`src/rtl/ram_arb_pkg.sv`:
```
// Shared types for the two-host single-port RAM arbiter and its round-robin core.
package ram_arb_pkg;

    localparam int unsigned NumHosts = 2;

    typedef logic host_idx_t;

    typedef enum logic [1:0] {
        RSP_NONE = 2'd0,
        RSP_RAM  = 2'd1,
        RSP_ERR  = 2'd2
    } rsp_src_e;

endpackage

```
`src/rtl/rr_arb2.sv`:
```
// Two-input round-robin arbiter; on conflict the host that did not win last time wins.
module rr_arb2
    import ram_arb_pkg::*;
(
    input  logic      clk_i,
    input  logic      rst_ni,
    input  logic [1:0] req_i,
    output logic [1:0] gnt_o,
    output host_idx_t  idx_o,
    output logic       valid_o
);

    host_idx_t last_q;

    always_comb begin
        valid_o = |req_i;
        if (req_i == 2'b11) begin
            idx_o = ~last_q;
        end else begin
            idx_o = req_i[1];
        end
        gnt_o = 2'b00;
        if (valid_o) begin
            gnt_o = idx_o ? 2'b10 : 2'b01;
        end
    end

    // Reset to host 1 so that host 0 takes the first conflict.
    always_ff @(posedge clk_i) begin
        if (!rst_ni) begin
            last_q <= 1'b1;
        end else if (valid_o) begin
            last_q <= idx_o;
        end
    end

endmodule

```
`src/rtl/ram_1p_arbiter.sv`:
```
// Shares one single-port 32-bit SRAM between two hosts with round-robin arbitration,
// range checking with a local error response, and 1-cycle response routing.
module ram_1p_arbiter
    import ram_arb_pkg::*;
#(
    parameter int unsigned Depth    = 128,
    parameter logic [31:0] BaseAddr = 32'h0010_0000
) (
    input  logic                   clk_i,
    input  logic                   rst_ni,
    input  logic [NumHosts-1:0]    host_req_i,
    output logic [NumHosts-1:0]    host_gnt_o,
    input  logic [NumHosts-1:0]    host_we_i,
    input  logic [4*NumHosts-1:0]  host_be_i,
    input  logic [32*NumHosts-1:0] host_addr_i,
    input  logic [32*NumHosts-1:0] host_wdata_i,
    output logic [NumHosts-1:0]    host_rvalid_o,
    output logic [NumHosts-1:0]    host_err_o,
    output logic [32*NumHosts-1:0] host_rdata_o,
    output logic                   ram_req_o,
    output logic                   ram_we_o,
    output logic [3:0]             ram_be_o,
    output logic [31:0]            ram_addr_o,
    output logic [31:0]            ram_wdata_o,
    input  logic                   ram_rvalid_i,
    input  logic [31:0]            ram_rdata_i
);

    localparam logic [31:0] RangeBytes = 32'(Depth * 4);

    logic [1:0]  req_gated;
    logic [1:0]  gnt;
    host_idx_t   win;
    logic        win_valid;
    logic        win_we;
    logic [3:0]  win_be;
    logic [31:0] win_addr;
    logic [31:0] win_wdata;
    logic [31:0] offset;
    logic        in_range;
    logic        ram_grant;
    logic        err_grant;

    logic        ram_pend_q;
    logic        err_pend_q;
    host_idx_t   ram_owner_q;
    host_idx_t   err_owner_q;
    rsp_src_e    rsp_src;

    assign req_gated = host_req_i & {2{rst_ni}};

    rr_arb2 u_rr_arb2 (
        .clk_i   (clk_i),
        .rst_ni  (rst_ni),
        .req_i   (req_gated),
        .gnt_o   (gnt),
        .idx_o   (win),
        .valid_o (win_valid)
    );

    assign host_gnt_o = gnt;

    always_comb begin
        if (win) begin
            win_we    = host_we_i[1];
            win_be    = host_be_i[7:4];
            win_addr  = host_addr_i[63:32];
            win_wdata = host_wdata_i[63:32];
        end else begin
            win_we    = host_we_i[0];
            win_be    = host_be_i[3:0];
            win_addr  = host_addr_i[31:0];
            win_wdata = host_wdata_i[31:0];
        end
    end

    // Unsigned wrap pushes addresses below BaseAddr out of range as well.
    assign offset    = win_addr - BaseAddr;
    assign in_range  = offset < RangeBytes;
    assign ram_grant = win_valid & in_range;
    assign err_grant = win_valid & ~in_range;

    always_comb begin
        ram_req_o   = 1'b0;
        ram_we_o    = 1'b0;
        ram_be_o    = 4'h0;
        ram_addr_o  = 32'h0;
        ram_wdata_o = 32'h0;
        if (ram_grant) begin
            ram_req_o   = 1'b1;
            ram_we_o    = win_we;
            ram_be_o    = win_be;
            ram_addr_o  = offset;
            ram_wdata_o = win_wdata;
        end
    end

    always_ff @(posedge clk_i) begin
        if (!rst_ni) begin
            ram_pend_q  <= 1'b0;
            err_pend_q  <= 1'b0;
            ram_owner_q <= 1'b0;
            err_owner_q <= 1'b0;
        end else begin
            ram_pend_q <= ram_grant;
            err_pend_q <= err_grant;
            if (ram_grant) begin
                ram_owner_q <= win;
            end
            if (err_grant) begin
                err_owner_q <= win;
            end
        end
    end

    // Responses are suppressed while in reset so a grant just before reset gets none.
    always_comb begin
        rsp_src = RSP_NONE;
        if (rst_ni) begin
            if (ram_pend_q) begin
                rsp_src = RSP_RAM;
            end else if (err_pend_q) begin
                rsp_src = RSP_ERR;
            end
        end
    end

    always_comb begin
        host_rvalid_o = '0;
        host_err_o    = '0;
        host_rdata_o  = '0;
        for (int h = 0; h < NumHosts; h++) begin
            case (rsp_src)
                RSP_RAM: begin
                    if (ram_owner_q == host_idx_t'(h)) begin
                        host_rvalid_o[h]        = ram_rvalid_i;
                        host_rdata_o[32*h +: 32] = ram_rvalid_i ? ram_rdata_i : 32'h0;
                    end
                end
                RSP_ERR: begin
                    if (err_owner_q == host_idx_t'(h)) begin
                        host_rvalid_o[h] = 1'b1;
                        host_err_o[h]    = 1'b1;
                    end
                end
                default: ;
            endcase
        end
    end

endmodule

```
`config.mk`:
```
export PLATFORM = sky130hd
export DESIGN_NAME = ram_1p_arbiter
export DESIGN_NICKNAME = d
export VERILOG_FILES = /design/src/rtl/ram_arb_pkg.sv /design/src/rtl/rr_arb2.sv /design/src/rtl/ram_1p_arbiter.sv
export SDC_FILE = /design/constraint.sdc
export NUM_CORES = 1
export LEC_CHECK = 0
export CAP_MARGIN = 20
export CORE_AREA = 2 2 122 124
export DETAILED_ROUTE_END_ITERATION = 6
export DIE_AREA = 0 0 124 126
export PLACE_DENSITY = 0.65
export SYNTH_ARGS = -nofsm -noshare
export SYNTH_HDL_FRONTEND = slang
export SYNTH_SLANG_ARGS = --single-unit
```
`constraint.sdc`:
```
create_clock -name clk_i -period 9.85 [get_ports clk_i]
set_input_delay 2.955 -clock clk_i [delete_from_list [all_inputs] [get_ports clk_i]]
set_output_delay 2.955 -clock clk_i [all_outputs]
set_load 0.005 [all_outputs]
```
-- After elaboration in Yosys (flattened, before gate mapping)
Index checks and enable logic that the tools add are counted.
- output and inout port bits: 140
- register bits after elaboration: 5
- bits of input ports: 175
- logic and storage cells: 44
- reduce and logical (&&, ||, !) cells: 1
- bitwise gates (word level): 5
- equality and inequality tests: 3
- add/sub/neg operators: 1
- magnitude comparators: 1
- muxes and demuxes: 28
- operator list (kind ; number):
    $mux W32 ; 9
    $lt A32 B10 Y1 const B ; 1
    $sub A32 B21 Y32 const B ; 1
    $mux W1 ; 10
    $mux W2 ; 5
    $mux W4 ; 2
    $eq A2 B2 Y1 const B ; 2
    $pmux W1 S2 ; 2
    $and A1 B1 Y1 ; 2
    $and A2 B2 Y2 ; 1
    $eq A2 B1 Y1 const B ; 1
    $not A1 Y1 ; 2
    $reduce_or A2 Y1 ; 1

-- Depth between registers and ports, before layout
- depth after elaboration: 8
- gate-level depth with buffers: 16
- mapped depth without buffers: 12

-- By module
A second synthesis with hierarchy kept.
- cells, all modules: 334
- area, all modules: 2343.5 um^2
- by module, submodules not included (module ; instances ; area an instance (um^2) ; sequential area each (um^2) ; cells each):
    ram_1p_arbiter ; 1 ; 2269.7 ; 80.1 ; 325
    rr_arb2 ; 1 ; 73.8 ; 20.0 ; 9

-- Least setup slack after synthesis
OpenSTA, ideal clock, no wires.
- path type: input to output
- from: input port rst_ni
- to: output port ram_addr_o[0]
- arrival time: 5.980 ns
- data required time: 6.895 ns
- buffers on the path: 4
- setup slack: 0.915 ns
- cell stages on the path: 16
- cell sequence: buf_2 > and2_4 > buf_6 > nand2_4 > inv_2 > buf_1 > mux2i_1 > ha_1 > inv_1 > or3_1 > a31oi_1 > o2111ai_1 > nor4_4 > nand3_4 > buf_6 > a21oi_2
- longest elaborated chain between the ends: 8
- elaborated cells between the ends (all ways): 9
- classes of those cells: add/sub (1); order compare (1); eq/ne (1); mux (3); bitwise (2); reduce/logical (1)
- ends and longest elaborated chain (item ; line ; RTL):
    start: declaration ; ram_1p_arbiter.sv:10 ; input logic rst_ni,
    $and A2 B2 Y2 * ; ram_1p_arbiter.sv:50 ; assign req_gated = host_req_i & {2{rst_ni}};
    $eq A2 B2 Y1 ; rr_arb2.sv:17 ; if (req_i == 2'b11) begin
    $mux W1 ; rr_arb2.sv:17 ;
    $mux W32 ; ram_1p_arbiter.sv:64 ; if (win) begin
    $sub A32 B21 Y32 ; ram_1p_arbiter.sv:78 ; assign offset = win_addr - BaseAddr;
    $lt A32 B10 Y1 ; ram_1p_arbiter.sv:79 ; assign in_range = offset < RangeBytes;
    $and A1 B1 Y1 ; ram_1p_arbiter.sv:80 ; assign ram_grant = win_valid & in_range;
    $mux W32 * ; ram_1p_arbiter.sv:89 ; if (ram_grant) begin
    end: declaration ; ram_1p_arbiter.sv:23 ; output logic [31:0] ram_addr_o,
Every way passes the cells marked *; elsewhere a longest branch is shown, timed or not.

-- Worst setup path after layout
- from: input port host_req_i[0]
- to: output port ram_wdata_o[18]
- longest elaborated chain between the ends: 8
- elaborated cells between the ends (all ways): 10
- classes of those cells: add/sub (1); order compare (1); eq/ne (1); mux (4); bitwise (2); reduce/logical (1)
- ends and longest elaborated chain (item ; line ; RTL):
    start: declaration ; ram_1p_arbiter.sv:11 ; input logic [NumHosts-1:0] host_req_i,
    $and A2 B2 Y2 * ; ram_1p_arbiter.sv:50 ;
    $eq A2 B2 Y1 ; rr_arb2.sv:17 ;
    $mux W1 ; rr_arb2.sv:17 ;
    $mux W32 ; ram_1p_arbiter.sv:64 ;
    $sub A32 B21 Y32 ; ram_1p_arbiter.sv:78 ;
    $lt A32 B10 Y1 ; ram_1p_arbiter.sv:79 ;
    $and A1 B1 Y1 ; ram_1p_arbiter.sv:80 ;
    $mux W32 * ; ram_1p_arbiter.sv:89 ;
    end: declaration ; ram_1p_arbiter.sv:24 ; output logic [31:0] ram_wdata_o,
Marks and branches as above.

==> impl_metrics.ini <==
[cells_and_area]
filler_free_cell_count_of_the_finished_design = 864
postLayoutCellArea_sq_mm = 0.005643
ratio_of_cells_with_drive_above_1_in_the_final_layout_pct = 11.62
finish.net_count = 858
number_of_antenna_repair_diodes = 0
fillers = 1518
synthToLayoutAreaGrowth_pct = 134.8

[worst_setup_path]
setup.worst_path.start_class = input port
total_stage_count_of_the_critical_path = 15
worstPathCellList = clkdlybuf4s50_1 > nand2_2 > nand2_4 > inv_2 > mux2i_1 > ha_1 > inv_1 > or3_1 > a31oi_1 > o2111ai_1 > nor4_4 > nand3_4 > buf_12 > a21oi_2 > clkdlybuf4s50_1
cp_max_fo = 60
startpoint = host_req_i[0]
critPathCaptureType = output pin
critPathMostFrequentCell = sky130_fd_sc_hd__clkdlybuf4s50_1
critPathBufInv = 5
r2r.worst_path.cells = 13
worstSetupPathType = input port to output pin
reg2reg_slack_ns = 6.98
timing.critical_path.max_delay_family = buffers and inverters
worst_r2r_startpoint = u_rr_arb2.last_q
critPathMaxStageDelay_ns = 0.53
crit-reg2reg-capture = ram_pend_q
required_ns = 6.90
critical_path_arrival_ns = 6.59
critical-path-slowest-cell = sky130_fd_sc_hd__clkdlybuf4s50_1

[worst_hold_path]
worst_hold_start = ram_owner_q
hold-path-endpoint = ram_owner_q
hold_class = register to register
hold_path_depth = 2

[clock_network]
cts_inserted_buffers = 3
clk_pin_slew_worst_paths_ns = 0.03
post-cts-setup-buffer-count = 0
cts_htree_levels = 1
cts_tree = done
clock_latency_ns = 0.23
clock_tree.root_cell = sky130_fd_sc_hd__clkbuf_16
numClockSinks = 5
clockBufferDepth = 2

[timing]
fin_hold_ws_ns = 0.5148
minimum_clock_period_ns = 9.545
drv_slew = 0
max_freq_mhz = 104.8
rsz0062_at_grt = false
tightest_slew_ns = 0.7592
final-hold-violation-count = 0
slew_headroom_pct = 49.20
setup_viol = 0
timing.final.crit_share_pct = 96.90
final.setup.tns_ns = 0
finalWorstSetupSlack_ns = 0.3051
skew_ns = 0.001450

[global_route]
grt_usage_pct = 14.80
vias_in_the_first_global_route = 3609
first_pass_grt_wire_length_um = 18390
grt_start_max_net_pins = 64
grt_antenna_before_repair = 0
grt_overflow = 0

[power]
clockPowerShare_pct = 31.2
power_density_mw_per_mm2 = 38.11
leakagePower_nw = 2.054
total_switching_power_uw = 62.65
combinationalPowerShare_pct = 58.8
intPower_uw = 152.4
vdd.ir_drop.worst_v = 0.00004377
pwr-share-seq_pct = 10.1
share_of_total_power_consumed_by_net_switching_pct = 29.13

[synth]
postSynthRegisterBits = 5
synth_edf_count = 0
seq_area_frac_synth_pct = 4.164
synthMostInstantiatedCell = sky130_fd_sc_hd__nand2_1
synth.top_cells.by_area = sky130_fd_sc_hd__a21oi_2, sky130_fd_sc_hd__nand2_1, sky130_fd_sc_hd__and2_1, sky130_fd_sc_hd__dfxtp_1, sky130_fd_sc_hd__buf_6
async_set_or_reset_register_ratio_after_synthesis_pct = 0
syn-cell-area_sq_mm = 0.002404
synth_cell_type_count = 49
syn_avg_cell_area_sq_um = 6.163
syn-instance-count = 390
synth.cells.most_frequent = sky130_fd_sc_hd__nand2_1, sky130_fd_sc_hd__and2_1, sky130_fd_sc_hd__a21oi_2, sky130_fd_sc_hd__clkbuf_1, sky130_fd_sc_hd__nor2_1
synth.top_cell.area_share_pct = 20.77
synth_top_cell_by_area = sky130_fd_sc_hd__a21oi_2
ys.flop_type = sky130_fd_sc_hd__dfxtp_1
synth_warnings = 0

[routing]
detail_route.wl_per_cell_um = 14.19
ant_nets = 0
drt_first_pass_iters = 4
initialDrtViolationCount = 145
drcViolationCount = 0
viasPerCell = 4.307
vias = 3721
drt-total-wl_um = 12260

[run_status]
status = completed

[placement]
placement.cell_area_sq_mm = 0.005558
globalplace.congestion = 0.8361
post-place-cells = 860
numPortBuffers = 303
dp_worst_setup_slack_ns = 0.2079
detailed_place_hpwl_um = 10120

[die]
core.rowCount = 44
dieWidth_um = 124
dieArea_sq_mm = 0.01562
die_y_um = 126
core_area_sq_mm = 0.01431
initial_utilization_pct = 16.79
design.portCount = 315

[job]
maxCapViolations = 0
-- logic make-up after synthesis --
family                     share of synthesized area, %
AOI/OAI and AO/OA                                 31.13
xor gates and xnor gates                          1.093
adders and majority gates                         1.041
buffers and inverters                             11.76
DFF                                               4.165
muxes                                             2.082
other                                            0.1560
and+or+nand+nor                                   48.57
-- through the flow --
stage / total power [mW] / util [%]
2_1_floorplan: 0.06546 / -
6_report: 0.2151 / 39.42
3_3_place_gp: 0.1475 / 38.83
3_5_place_dp: 0.1480 / 38.83
4_1_cts: 0.2165 / 39.38
5_1_grt: 0.2296 / 39.42
-- repair_timing --
action	4_1_cts	5_1_grt
resized for setup	0	2
setup endpoints to repair	0	58
hold buffers	0	0
-- power by group through the flow --
| stage | Sequential (mW) | Combinational, mW | Clock, mW |
|---|---|---|---|
| 2_1_floorplan | 0.0218 | 0.0437 | 0 |
| 3_3_place_gp | 0.0219 | 0.126 | 0 |
| 3_5_place_dp | 0.0219 | 0.126 | 0 |
| 4_1_cts | 0.0216 | 0.127 | 0.0681 |
| 5_1_grt | 0.0218 | 0.138 | 0.0695 |
| 6_report | 0.0217 | 0.126 | 0.0670 |
-- area by class of cell --
cell class,instances,area (sq um),share of cell area [%]
inverter,9,33.78,0.5987
sequential,5,100.1,1.774
timing repair buffer,315,3139,55.63
clock buffer,4,78.83,1.397
multi-input combinational,347,2061,36.52
tap,184,230.2,4.080
-- registers in the layout, indices dropped and copies added (netlist names) --
name / count
ram_pend_q: 1
u_rr_arb2.last_q: 1
err_pend_q: 1
err_owner_q: 1
ram_owner_q: 1
-- metal layers --
| metal | GRT usage, % | wire (um) | part of all wire [%] |
|---|---|---|---|
| met3 | 3.261 | 1143 | 9.3 |
| met5 | 0 | 0 | 0 |
| met2 | 27.08 | 6039 | 49 |
| met1 | 17.18 | 4851 | 40 |
| met4 | 3.767 | 223 | 1.8 |
-- worst max-delay path by stage --
stage,endpoint,slack (ns)
after floorplan,ram_addr_o[0],0.92
after global placement,ram_wdata_o[18],0.29
after detailed placement,ram_wdata_o[18],0.21
after CTS,ram_wdata_o[18],0.20
after global routing,ram_addr_o[21],0.02
final,ram_wdata_o[18],0.31
-- cells in the final DEF (no fill, tap or decap), types with 2 or more instances in the layout --
master / Yosys / final
sky130_fd_sc_hd__buf_4: 11 / 10
sky130_fd_sc_hd__inv_1: 8 / 8
sky130_fd_sc_hd__a21oi_1: 5 / 5
sky130_fd_sc_hd__xor2_1: 2 / 2
sky130_fd_sc_hd__or3_1: 6 / 6
sky130_fd_sc_hd__o22ai_1: 2 / 2
sky130_fd_sc_hd__nor2_1: 14 / 14
sky130_fd_sc_hd__o21ai_0: 5 / 5
sky130_fd_sc_hd__nand2b_1: 4 / 4
sky130_fd_sc_hd__o2111ai_1: 4 / 4
sky130_fd_sc_hd__clkbuf_16: 0 / 3
sky130_fd_sc_hd__ha_1: 2 / 2
sky130_fd_sc_hd__a22oi_1: 2 / 2
sky130_fd_sc_hd__mux2i_1: 5 / 5
sky130_fd_sc_hd__clkdlybuf4s50_1: 0 / 303
sky130_fd_sc_hd__conb_1: 1 / 11
sky130_fd_sc_hd__a21oi_2: 57 / 57
sky130_fd_sc_hd__and2_1: 67 / 67
sky130_fd_sc_hd__o211ai_1: 3 / 3
sky130_fd_sc_hd__nor3_1: 6 / 6
sky130_fd_sc_hd__nor4_1: 7 / 7
sky130_fd_sc_hd__a31oi_1: 2 / 2
sky130_fd_sc_hd__dfxtp_1: 5 / 5
sky130_fd_sc_hd__nand2_1: 118 / 117
sky130_fd_sc_hd__a211oi_1: 2 / 2
sky130_fd_sc_hd__nand3_1: 2 / 2
sky130_fd_sc_hd__o21a_1: 2 / 2
-- worst register-to-register path, stage by stage (launching register included) --
cell,delay (ns)
sky130_fd_sc_hd__dfxtp_1,0.33
sky130_fd_sc_hd__nand2_2,0.15
sky130_fd_sc_hd__nand2_4,0.12
sky130_fd_sc_hd__inv_2,0.09
sky130_fd_sc_hd__mux2i_1,0.24
sky130_fd_sc_hd__ha_1,0.22
sky130_fd_sc_hd__inv_1,0.08
sky130_fd_sc_hd__or3b_2,0.47
sky130_fd_sc_hd__xor2_1,0.15
sky130_fd_sc_hd__a22oi_1,0.20
sky130_fd_sc_hd__a21oi_1,0.15
sky130_fd_sc_hd__nand3_4,0.13
sky130_fd_sc_hd__buf_12,0.36
sky130_fd_sc_hd__inv_1,0.07
No activity file was read; power rests on OpenSTA's default activity.
